==> src/rtl/rstation_append_unit.sv <==
// Reservation station for adder/multiplier/branch classes, NE entries each, CDB snooping.
// Latency: an appended entry or a CDB-woken operand becomes offerable one cycle after its edge.
// Backpressure: stall when the target class is full or func is illegal; FU dispatch gated by *_fu_rdy.
//
// Ports:
//   clk1, rst                 clock and asynchronous active-high reset
//   count, func, rd, rob_ind  append request from issue and the instruction fields
//   rs1b/rs1, rs2b/rs2        operand value, or ROB tag in the low TW bits when rsNb=1
//   cdb_valid/tag/data        common data bus broadcast, snooped by every entry
//   {add,mul,bch}_fu_rdy      functional unit accepts the offered entry this cycle
//   {add,mul,bch}_go/...      offered entry per class (combinational), zero when go=0
//   {add,mul,bch}_cnt         busy-entry count per class
//   stall                     append request cannot be accepted this cycle
module rstation_append_unit #(
  parameter int DW = 16,
  parameter int TW = 3,
  parameter int NE = 3
) (
  input  logic          clk1,
  input  logic          rst,
  input  logic          count,
  input  logic [3:0]    func,
  input  logic [3:0]    rd,
  input  logic [TW-1:0] rob_ind,
  input  logic          rs1b,
  input  logic          rs2b,
  input  logic [DW-1:0] rs1,
  input  logic [DW-1:0] rs2,
  input  logic          cdb_valid,
  input  logic [TW-1:0] cdb_tag,
  input  logic [DW-1:0] cdb_data,
  input  logic          add_fu_rdy,
  input  logic          mul_fu_rdy,
  input  logic          bch_fu_rdy,
  output logic          add_go,
  output logic [3:0]    add_func,
  output logic [DW-1:0] add_vj,
  output logic [DW-1:0] add_vk,
  output logic [TW-1:0] add_rob,
  output logic [3:0]    add_rd,
  output logic [1:0]    add_cnt,
  output logic          mul_go,
  output logic [3:0]    mul_func,
  output logic [DW-1:0] mul_vj,
  output logic [DW-1:0] mul_vk,
  output logic [TW-1:0] mul_rob,
  output logic [3:0]    mul_rd,
  output logic [1:0]    mul_cnt,
  output logic          bch_go,
  output logic [3:0]    bch_func,
  output logic [DW-1:0] bch_vj,
  output logic [DW-1:0] bch_vk,
  output logic [TW-1:0] bch_rob,
  output logic [3:0]    bch_rd,
  output logic [1:0]    bch_cnt,
  output logic          stall
);

  // Class index: 0 = adder, 1 = multiplier, 2 = branch.
  localparam int NC = 3;
  localparam logic [NE-1:0] ONE_E = NE'(1);

  // Entry storage
  logic [NE-1:0] busy    [NC];
  logic [NE-1:0] qj_pend [NC];
  logic [NE-1:0] qk_pend [NC];
  logic [3:0]    e_func  [NC][NE];
  logic [3:0]    e_rd    [NC][NE];
  logic [TW-1:0] e_rob   [NC][NE];
  logic [DW-1:0] e_vj    [NC][NE];
  logic [DW-1:0] e_vk    [NC][NE];
  logic [TW-1:0] e_qj    [NC][NE];
  logic [TW-1:0] e_qk    [NC][NE];

  // Per-class derived state
  logic [NE-1:0] ready    [NC];
  logic [NE-1:0] offer_oh [NC];
  logic [NE-1:0] free_oh  [NC];
  logic [NC-1:0] full;
  logic [NC-1:0] go;
  logic [NC-1:0] fu_rdy;

  // Offered-entry output mux
  logic [3:0]    o_func [NC];
  logic [3:0]    o_rd   [NC];
  logic [TW-1:0] o_rob  [NC];
  logic [DW-1:0] o_vj   [NC];
  logic [DW-1:0] o_vk   [NC];
  logic [1:0]    o_cnt  [NC];

  // Issue decode
  logic          func_ill;
  logic [NC-1:0] cls_oh;
  logic [NC-1:0] app_we;

  // Incoming operands after same-cycle CDB bypass
  logic          byp1;
  logic          byp2;
  logic [DW-1:0] in_vj;
  logic [DW-1:0] in_vk;
  logic          in_pj;
  logic          in_pk;

  assign fu_rdy = {bch_fu_rdy, mul_fu_rdy, add_fu_rdy};

  // 1xxx illegal, 01xx branch, 001x mul, 000x add.
  assign func_ill  = func[3];
  assign cls_oh[0] = ~func[3] & ~func[2] & ~func[1];
  assign cls_oh[1] = ~func[3] & ~func[2] &  func[1];
  assign cls_oh[2] = ~func[3] &  func[2];

  // Fullness comes from the registered busy map, so a slot that is being
  // dispatched this cycle still counts as occupied for the incoming request.
  assign stall  = count & (func_ill | (|(cls_oh & full)));
  assign app_we = {NC{count & ~func_ill}} & cls_oh & ~full;

  // A pending operand whose tag is on the CDB right now is captured directly,
  // otherwise it would miss its only broadcast.
  assign byp1  = rs1b & cdb_valid & (cdb_tag == rs1[TW-1:0]);
  assign byp2  = rs2b & cdb_valid & (cdb_tag == rs2[TW-1:0]);
  assign in_vj = byp1 ? cdb_data : rs1;
  assign in_vk = byp2 ? cdb_data : rs2;
  assign in_pj = rs1b & ~byp1;
  assign in_pk = rs2b & ~byp2;

  always_comb begin
    for (int c = 0; c < NC; c++) begin
      full[c]     = &busy[c];
      ready[c]    = busy[c] & ~qj_pend[c] & ~qk_pend[c];
      // x & (~x + 1) isolates the lowest set bit; same trick on ~busy for the free slot.
      offer_oh[c] = ready[c] & (~ready[c] + ONE_E);
      free_oh[c]  = ~busy[c] & (busy[c] + ONE_E);
      go[c]       = |ready[c];
    end
  end

  // Offered entry fields; all zero when nothing is ready since offer_oh is empty.
  always_comb begin
    for (int c = 0; c < NC; c++) begin
      o_func[c] = '0;
      o_rd[c]   = '0;
      o_rob[c]  = '0;
      o_vj[c]   = '0;
      o_vk[c]   = '0;
      o_cnt[c]  = '0;
      for (int e = 0; e < NE; e++) begin
        if (offer_oh[c][e]) begin
          o_func[c] = e_func[c][e];
          o_rd[c]   = e_rd[c][e];
          o_rob[c]  = e_rob[c][e];
          o_vj[c]   = e_vj[c][e];
          o_vk[c]   = e_vk[c][e];
        end
        o_cnt[c] = o_cnt[c] + {1'b0, busy[c][e]};
      end
    end
  end

  always_ff @(posedge clk1 or posedge rst) begin
    if (rst) begin
      for (int c = 0; c < NC; c++) begin
        busy[c]    <= '0;
        qj_pend[c] <= '0;
        qk_pend[c] <= '0;
        for (int e = 0; e < NE; e++) begin
          e_func[c][e] <= '0;
          e_rd[c][e]   <= '0;
          e_rob[c][e]  <= '0;
          e_vj[c][e]   <= '0;
          e_vk[c][e]   <= '0;
          e_qj[c][e]   <= '0;
          e_qk[c][e]   <= '0;
        end
      end
    end else begin
      for (int c = 0; c < NC; c++) begin
        for (int e = 0; e < NE; e++) begin
          // CDB wakeup; both operands of one entry may match the same tag.
          if (busy[c][e] && qj_pend[c][e] && cdb_valid && (e_qj[c][e] == cdb_tag)) begin
            e_vj[c][e]    <= cdb_data;
            qj_pend[c][e] <= 1'b0;
          end
          if (busy[c][e] && qk_pend[c][e] && cdb_valid && (e_qk[c][e] == cdb_tag)) begin
            e_vk[c][e]    <= cdb_data;
            qk_pend[c][e] <= 1'b0;
          end
          // Dispatch frees the offered entry.
          if (offer_oh[c][e] && fu_rdy[c]) begin
            busy[c][e] <= 1'b0;
          end
          // Append targets a slot that was free before this edge, so it never
          // collides with the wakeup or dispatch updates above.
          if (app_we[c] && free_oh[c][e]) begin
            busy[c][e]    <= 1'b1;
            e_func[c][e]  <= func;
            e_rd[c][e]    <= rd;
            e_rob[c][e]   <= rob_ind;
            e_vj[c][e]    <= in_vj;
            e_vk[c][e]    <= in_vk;
            e_qj[c][e]    <= rs1[TW-1:0];
            e_qk[c][e]    <= rs2[TW-1:0];
            qj_pend[c][e] <= in_pj;
            qk_pend[c][e] <= in_pk;
          end
        end
      end
    end
  end

  assign add_go   = go[0];
  assign add_func = o_func[0];
  assign add_vj   = o_vj[0];
  assign add_vk   = o_vk[0];
  assign add_rob  = o_rob[0];
  assign add_rd   = o_rd[0];
  assign add_cnt  = o_cnt[0];

  assign mul_go   = go[1];
  assign mul_func = o_func[1];
  assign mul_vj   = o_vj[1];
  assign mul_vk   = o_vk[1];
  assign mul_rob  = o_rob[1];
  assign mul_rd   = o_rd[1];
  assign mul_cnt  = o_cnt[1];

  assign bch_go   = go[2];
  assign bch_func = o_func[2];
  assign bch_vj   = o_vj[2];
  assign bch_vk   = o_vk[2];
  assign bch_rob  = o_rob[2];
  assign bch_rd   = o_rd[2];
  assign bch_cnt  = o_cnt[2];

endmodule

==> config.mk <==
export PLATFORM = sky130hd
export DESIGN_NAME = rstation_append_unit
export DESIGN_NICKNAME = d
export VERILOG_FILES = /design/src/rtl/rstation_append_unit.sv
export SDC_FILE = /design/constraint.sdc
export NUM_CORES = 1
export LEC_CHECK = 0
export CORE_ASPECT_RATIO = 0.9
export CORE_MARGIN = 3
export CORE_UTILIZATION = 46
export DETAILED_ROUTE_END_ITERATION = 10
export PLACE_DENSITY = 0.66
export SYNTH_ARGS = -nofsm -noshare
export SYNTH_HDL_FRONTEND = slang
export SYNTH_SLANG_ARGS = --single-unit
==> constraint.sdc <==
create_clock -name clk1 -period 43.1 [get_ports clk1]
set_input_delay 12.93 -clock clk1 [delete_from_list [all_inputs] [get_ports clk1]]
set_output_delay 12.93 -clock clk1 [all_outputs]
set_load 0.03 [all_outputs]
==> run summary <==
Dividing the synthesized area by the synthesized cell count gives 9.88 µm². The cell that appears most often on the critical path is sky130_fd_sc_hd__clkdlybuf4s50_1. The share of the core filled with cells in the final layout is 55.2%.

The aggregate negative setup slack came out at 0 ns. The clock tree root driver cell is sky130_fd_sc_hd__clkbuf_16. The switching portion of total power is 37.9%. Setup repair after global routing left no endpoint under its margin. The worst slew margin relative to its limit came out at 14.2%. The number of nets at the end of the flow is 2490.

The clock network fraction of design power is 22.2%. The antenna cell count came out at 0. The number of buffers inserted by port buffering is 209.

The count of distinct cell types in the synthesized netlist came out at ~50. The number of clock buffers inserted by TritonCTS came out at 49. For this run, the register share of the synthesized area comes to 50.1%. The post-DP HPWL is 48200 µm. The library cell occupying the most area in the post-synthesis netlist is sky130_fd_sc_hd__dfrtp_1.

The region available for standard cell placement spans approximately 0.050 mm². The initial antenna violation count came out at 0. The number of H-tree levels is 2. Yosys attributes the largest share of cell area to sky130_fd_sc_hd__dfrtp_1 (50%), sky130_fd_sc_hd__o221a_1 (7.9%), sky130_fd_sc_hd__nand2_1 (7.5%), sky130_fd_sc_hd__or3_1 (7.0%), sky130_fd_sc_hd__o221a_2 (6.0%). The global-route usage over all layers came out at 30.0%. The post-synthesis compound-gate area fraction is 20.7%.

The most used flip-flop cell after synthesis is sky130_fd_sc_hd__dfrtp_1. The type of the worst setup path is in -> out. The required time at the worst-slack endpoint is 30.17 ns. The share of total power dissipated in combinational logic is 40.8%. The cell area after technology mapping is 0.0234 mm². The final wirelength came out at 81500 µm. The synthesized netlist devotes 0.257% of its cell area to adder and majority cells. The initial standard-cell utilization of the core came out at a little under half. The number of routed nets with antenna violations came out at 0.

The arrival time at the worst endpoint came out at roughly 15 ns. The placer's final routability congestion estimate came out at 0.845. The number of warnings issued by yosys came out at 0. The cell with the largest stage delay on the worst path is sky130_fd_sc_hd__clkdlybuf4s50_1. The area share of the leading cell type in the synthesized netlist came out at between 50% and 60%. The power after layout is 0.00200 W. The multiplexer fraction of the synthesized cell area is 0%. The gate count of the mapped netlist is 2366. The critical path goes through clkdlybuf4s50_1 -> nand4b_1 -> a21oi_1 -> o21a_1 -> clkdlybuf4s50_1. The highest achievable clock rate came out at 35.9 MHz. The number of placement rows is 77.

The die is around 240 µm wide. The critical path capture point type is an output pin. The actual slew at the worst max-slew pin came out at 1.28 ns.

Between clock sinks in the finished design, the worst skew comes to 0.0222 ns. The count of maximum capacitance violations came out at 0. The number of vias per cell after detailed routing is 6.47.

The register clock-pin slew on the reported worst setup and hold paths is 0.06 ns. The die area is 0.0535 mm². On the critical path the largest part of the delay comes from buffers and inverters. The buffer count from post-CTS setup fixing is 0. The final routed wire length divided by cell count came out at 26.1 µm. Setup violations remaining at the end of the flow were counted as 0. For this design, the CTS-stage hold fixing added 0 buffers. The total net switching power is 0.000756 W. The total grt overflow is 0. The longest clock path from root to sink contains 3 buffers. Yosys mapped a number of flops with a built-in enable equal to 0. After synthesis, the share of flip-flops with an asynchronous set or reset is 100%.

The detailed-route via count is 20200. In the final layout, the share of cells above drive strength 1 is 12.0%. The static leakage power came out at 11.5 nW.

Dividing total power by cell area gives a power density of 73.0 mW/mm². The number of nets in the synthesized netlist is 2440. The number of remaining DRC errors is 0. Internal power comes to between 0.001 and 0.0015 W.

The layout overhead on the synthesized area is 17.1%. The xor/xnor share of the synthesized area is 2.25%. The routed design could run at a clock period as short as 27.83 ns. The number of global-route vias before repair came out at between 15000 and 20000.

The run finished with clean final reports. The fraction of power consumed by sequential logic is ~37%. The count of boundary I/O pins came out at 210. Across the VDD grid, the largest voltage drop is 40.1 µV. The top fanout value on the critical path came out at 13. Entering global routing, the biggest net connects 132 pins. The tree built by TritonCTS fans out to 468 sinks. TritonCTS built the clock tree. The worst hold path belongs to the class reg -> reg. Before antenna repair, the detailed router went through 5 iterations. The wire length of the first global-routing pass is ~120000 µm. After synthesis the netlist holds a flip-flop and latch count of approximately 470. The final worst-path cycle share is 64.6%. The delay of the slowest cell on the worst path is 0.67 ns.

The clock latency reported for the late side of the worst-skew pair is 0.59 ns. By area, the combinational part of the netlist is dominated by simple AND/OR/NAND/NOR gates. The number of endpoints with negative hold slack in the final report is 0.

The post-cts repair resize count came out at 0. The number of pins with negative max-slew slack in the final report is 0. Summing the areas of all and, or, nand and nor instances in the mapped netlist gives between 20% and 30% of the synthesized area. The worst setup path is launched from a primary input. The detailed router finished its first iteration with about 2300 violations. The number of buffers and inverters on the critical path came out at 2. The die boundary height is about 220 µm.
kinds of logic (layout without fill, tap and decap cells):
family / after synthesis / after routing
xor gates and xnor gates: 60 / 60
DFF: 468 / 468
buffers and inverters: 274 / 359
AOI/OAI and AO/OA: 507 / 507
adders and majority gates: 3 / 3
and+or+nand+nor: 1054 / 1054
layer usage:
metal | vias up | GRT usage, % | wire, µm
met4 | 0 | 9.24 | 2130
li1 | 8718 | - | -
met1 | 10200 | 42.8 | 34500
met2 | 1138 | 45.9 | 36200
met3 | 146 | 6.86 | 8650
met5 | - | 0 | 0
flip-flops by register name, summed over array words and instances, names as in the netlist:
signal / cells
e_func: 36
e_rob: 27
qj_pend: 9
e_rd: 36
e_vj: 144
busy: 9
qk_pend: 9
e_qj: 27
e_vk: 144
e_qk: 27
power by group through the flow:
stage | clock network, W | registers [W] | logic (W)
floorplan | 0 | 0.000707 | 0.000542
finish | 0.000443 | 0.000740 | 0.000815
CTS | 0.000447 | 0.000737 | 0.000816
global placement | 0 | 0.000734 | 0.000798
detailed placement | 0 | 0.000743 | 0.000813
global route | 0.000464 | 0.000761 | 0.000870
synthesized netlist by cell type, types with 2 or more instances:
master,n
sky130_fd_sc_hd__o41ai_1,2
sky130_fd_sc_hd__dfrtp_1,468
sky130_fd_sc_hd__nand4b_1,2
sky130_fd_sc_hd__o21ai_0,43
sky130_fd_sc_hd__nand3b_1,34
sky130_fd_sc_hd__a21boi_1,3
sky130_fd_sc_hd__buf_2,55
sky130_fd_sc_hd__o221a_2,125
sky130_fd_sc_hd__nand2_1,468
sky130_fd_sc_hd__nor3_4,2
sky130_fd_sc_hd__and2_1,21
sky130_fd_sc_hd__and3b_1,2
sky130_fd_sc_hd__nand3_1,23
sky130_fd_sc_hd__o22ai_1,15
sky130_fd_sc_hd__fa_1,3
sky130_fd_sc_hd__buf_1,24
sky130_fd_sc_hd__nor4_2,2
sky130_fd_sc_hd__buf_6,4
sky130_fd_sc_hd__a21o_1,2
sky130_fd_sc_hd__a211o_1,2
sky130_fd_sc_hd__nor3b_1,6
sky130_fd_sc_hd__clkbuf_1,186
sky130_fd_sc_hd__or2_2,2
sky130_fd_sc_hd__a221oi_1,86
sky130_fd_sc_hd__nand2b_1,11
sky130_fd_sc_hd__or4_1,3
sky130_fd_sc_hd__xor2_1,60
sky130_fd_sc_hd__a21oi_1,14
sky130_fd_sc_hd__nor3b_2,3
sky130_fd_sc_hd__nor2_1,177
sky130_fd_sc_hd__a21oi_2,2
sky130_fd_sc_hd__clkbuf_2,2
sky130_fd_sc_hd__a22oi_1,43
sky130_fd_sc_hd__o31ai_1,2
sky130_fd_sc_hd__or2_1,15
sky130_fd_sc_hd__o21ai_1,3
sky130_fd_sc_hd__buf_4,2
sky130_fd_sc_hd__nor4_1,15
sky130_fd_sc_hd__o221a_1,163
sky130_fd_sc_hd__or3_1,260
worst register-to-register path, delay by kind of cell, from the launching register on:
kind / cells / cell delay [ns]
AOI/OAI and AO/OA: 1 / 0.31
DFF: 1 / 0.72
and+or+nand+nor: 3 / 2.05
layout by cell type (no fill, tap or decap), types with 49 or more instances in the layout:
cell type                         instances
sky130_fd_sc_hd__a221oi_1                86
sky130_fd_sc_hd__buf_4                   63
sky130_fd_sc_hd__clkbuf_16               49
sky130_fd_sc_hd__clkdlybuf4s50_1        209
sky130_fd_sc_hd__dfrtp_1                468
sky130_fd_sc_hd__nand2_1                466
sky130_fd_sc_hd__nor2_1                 176
sky130_fd_sc_hd__o221a_1                163
sky130_fd_sc_hd__o221a_2                125
sky130_fd_sc_hd__or3_1                  259
sky130_fd_sc_hd__xor2_1                  60
final cells by class:
type                       count  area (µm²)
fill                        4328       22300
sequential                   468       11700
multi-input combinational   1624       10600
timing repair buffer         272        2560
clock buffer                  74        1490
tap                          671         840
clock inverter                12         160
inverter                       1        11.3
per-stage QoR:
step	worst slack [ns]	instance area, µm²	instances	hold slack, ns
after floorplan	16.40	23400	2366	0.435
after global placement	15.29	25700	3036	0.449
after detailed placement	15.27	25700	3036	0.456
after CTS	15.28	27400	3122	0.470
after global routing	15.12	27400	3122	0.484
final	15.27	27400	3122	0.468
final timing paths:
| kind | slack (ns) | to | cells after the start | startpoint |
|---|---|---|---|---|
| setup / recovery | 15.27 | stall | 5 | func[1] |
| setup reg to reg | 39.96 | e_vk[109] | 4 | busy[6] |
| hold reg to reg | 0.47 | e_rob[9] | 2 | e_rob[9] |
| max in group asynchronous | 27.73 | e_vj[37] | 4 | rst |
| min in group asynchronous | 12.97 | e_rd[22] | 2 | rst |
| hold / removal | 0.47 | e_rob[9] | 2 | e_rob[9] |
Note: power is estimated with default switching activity, not from simulation.
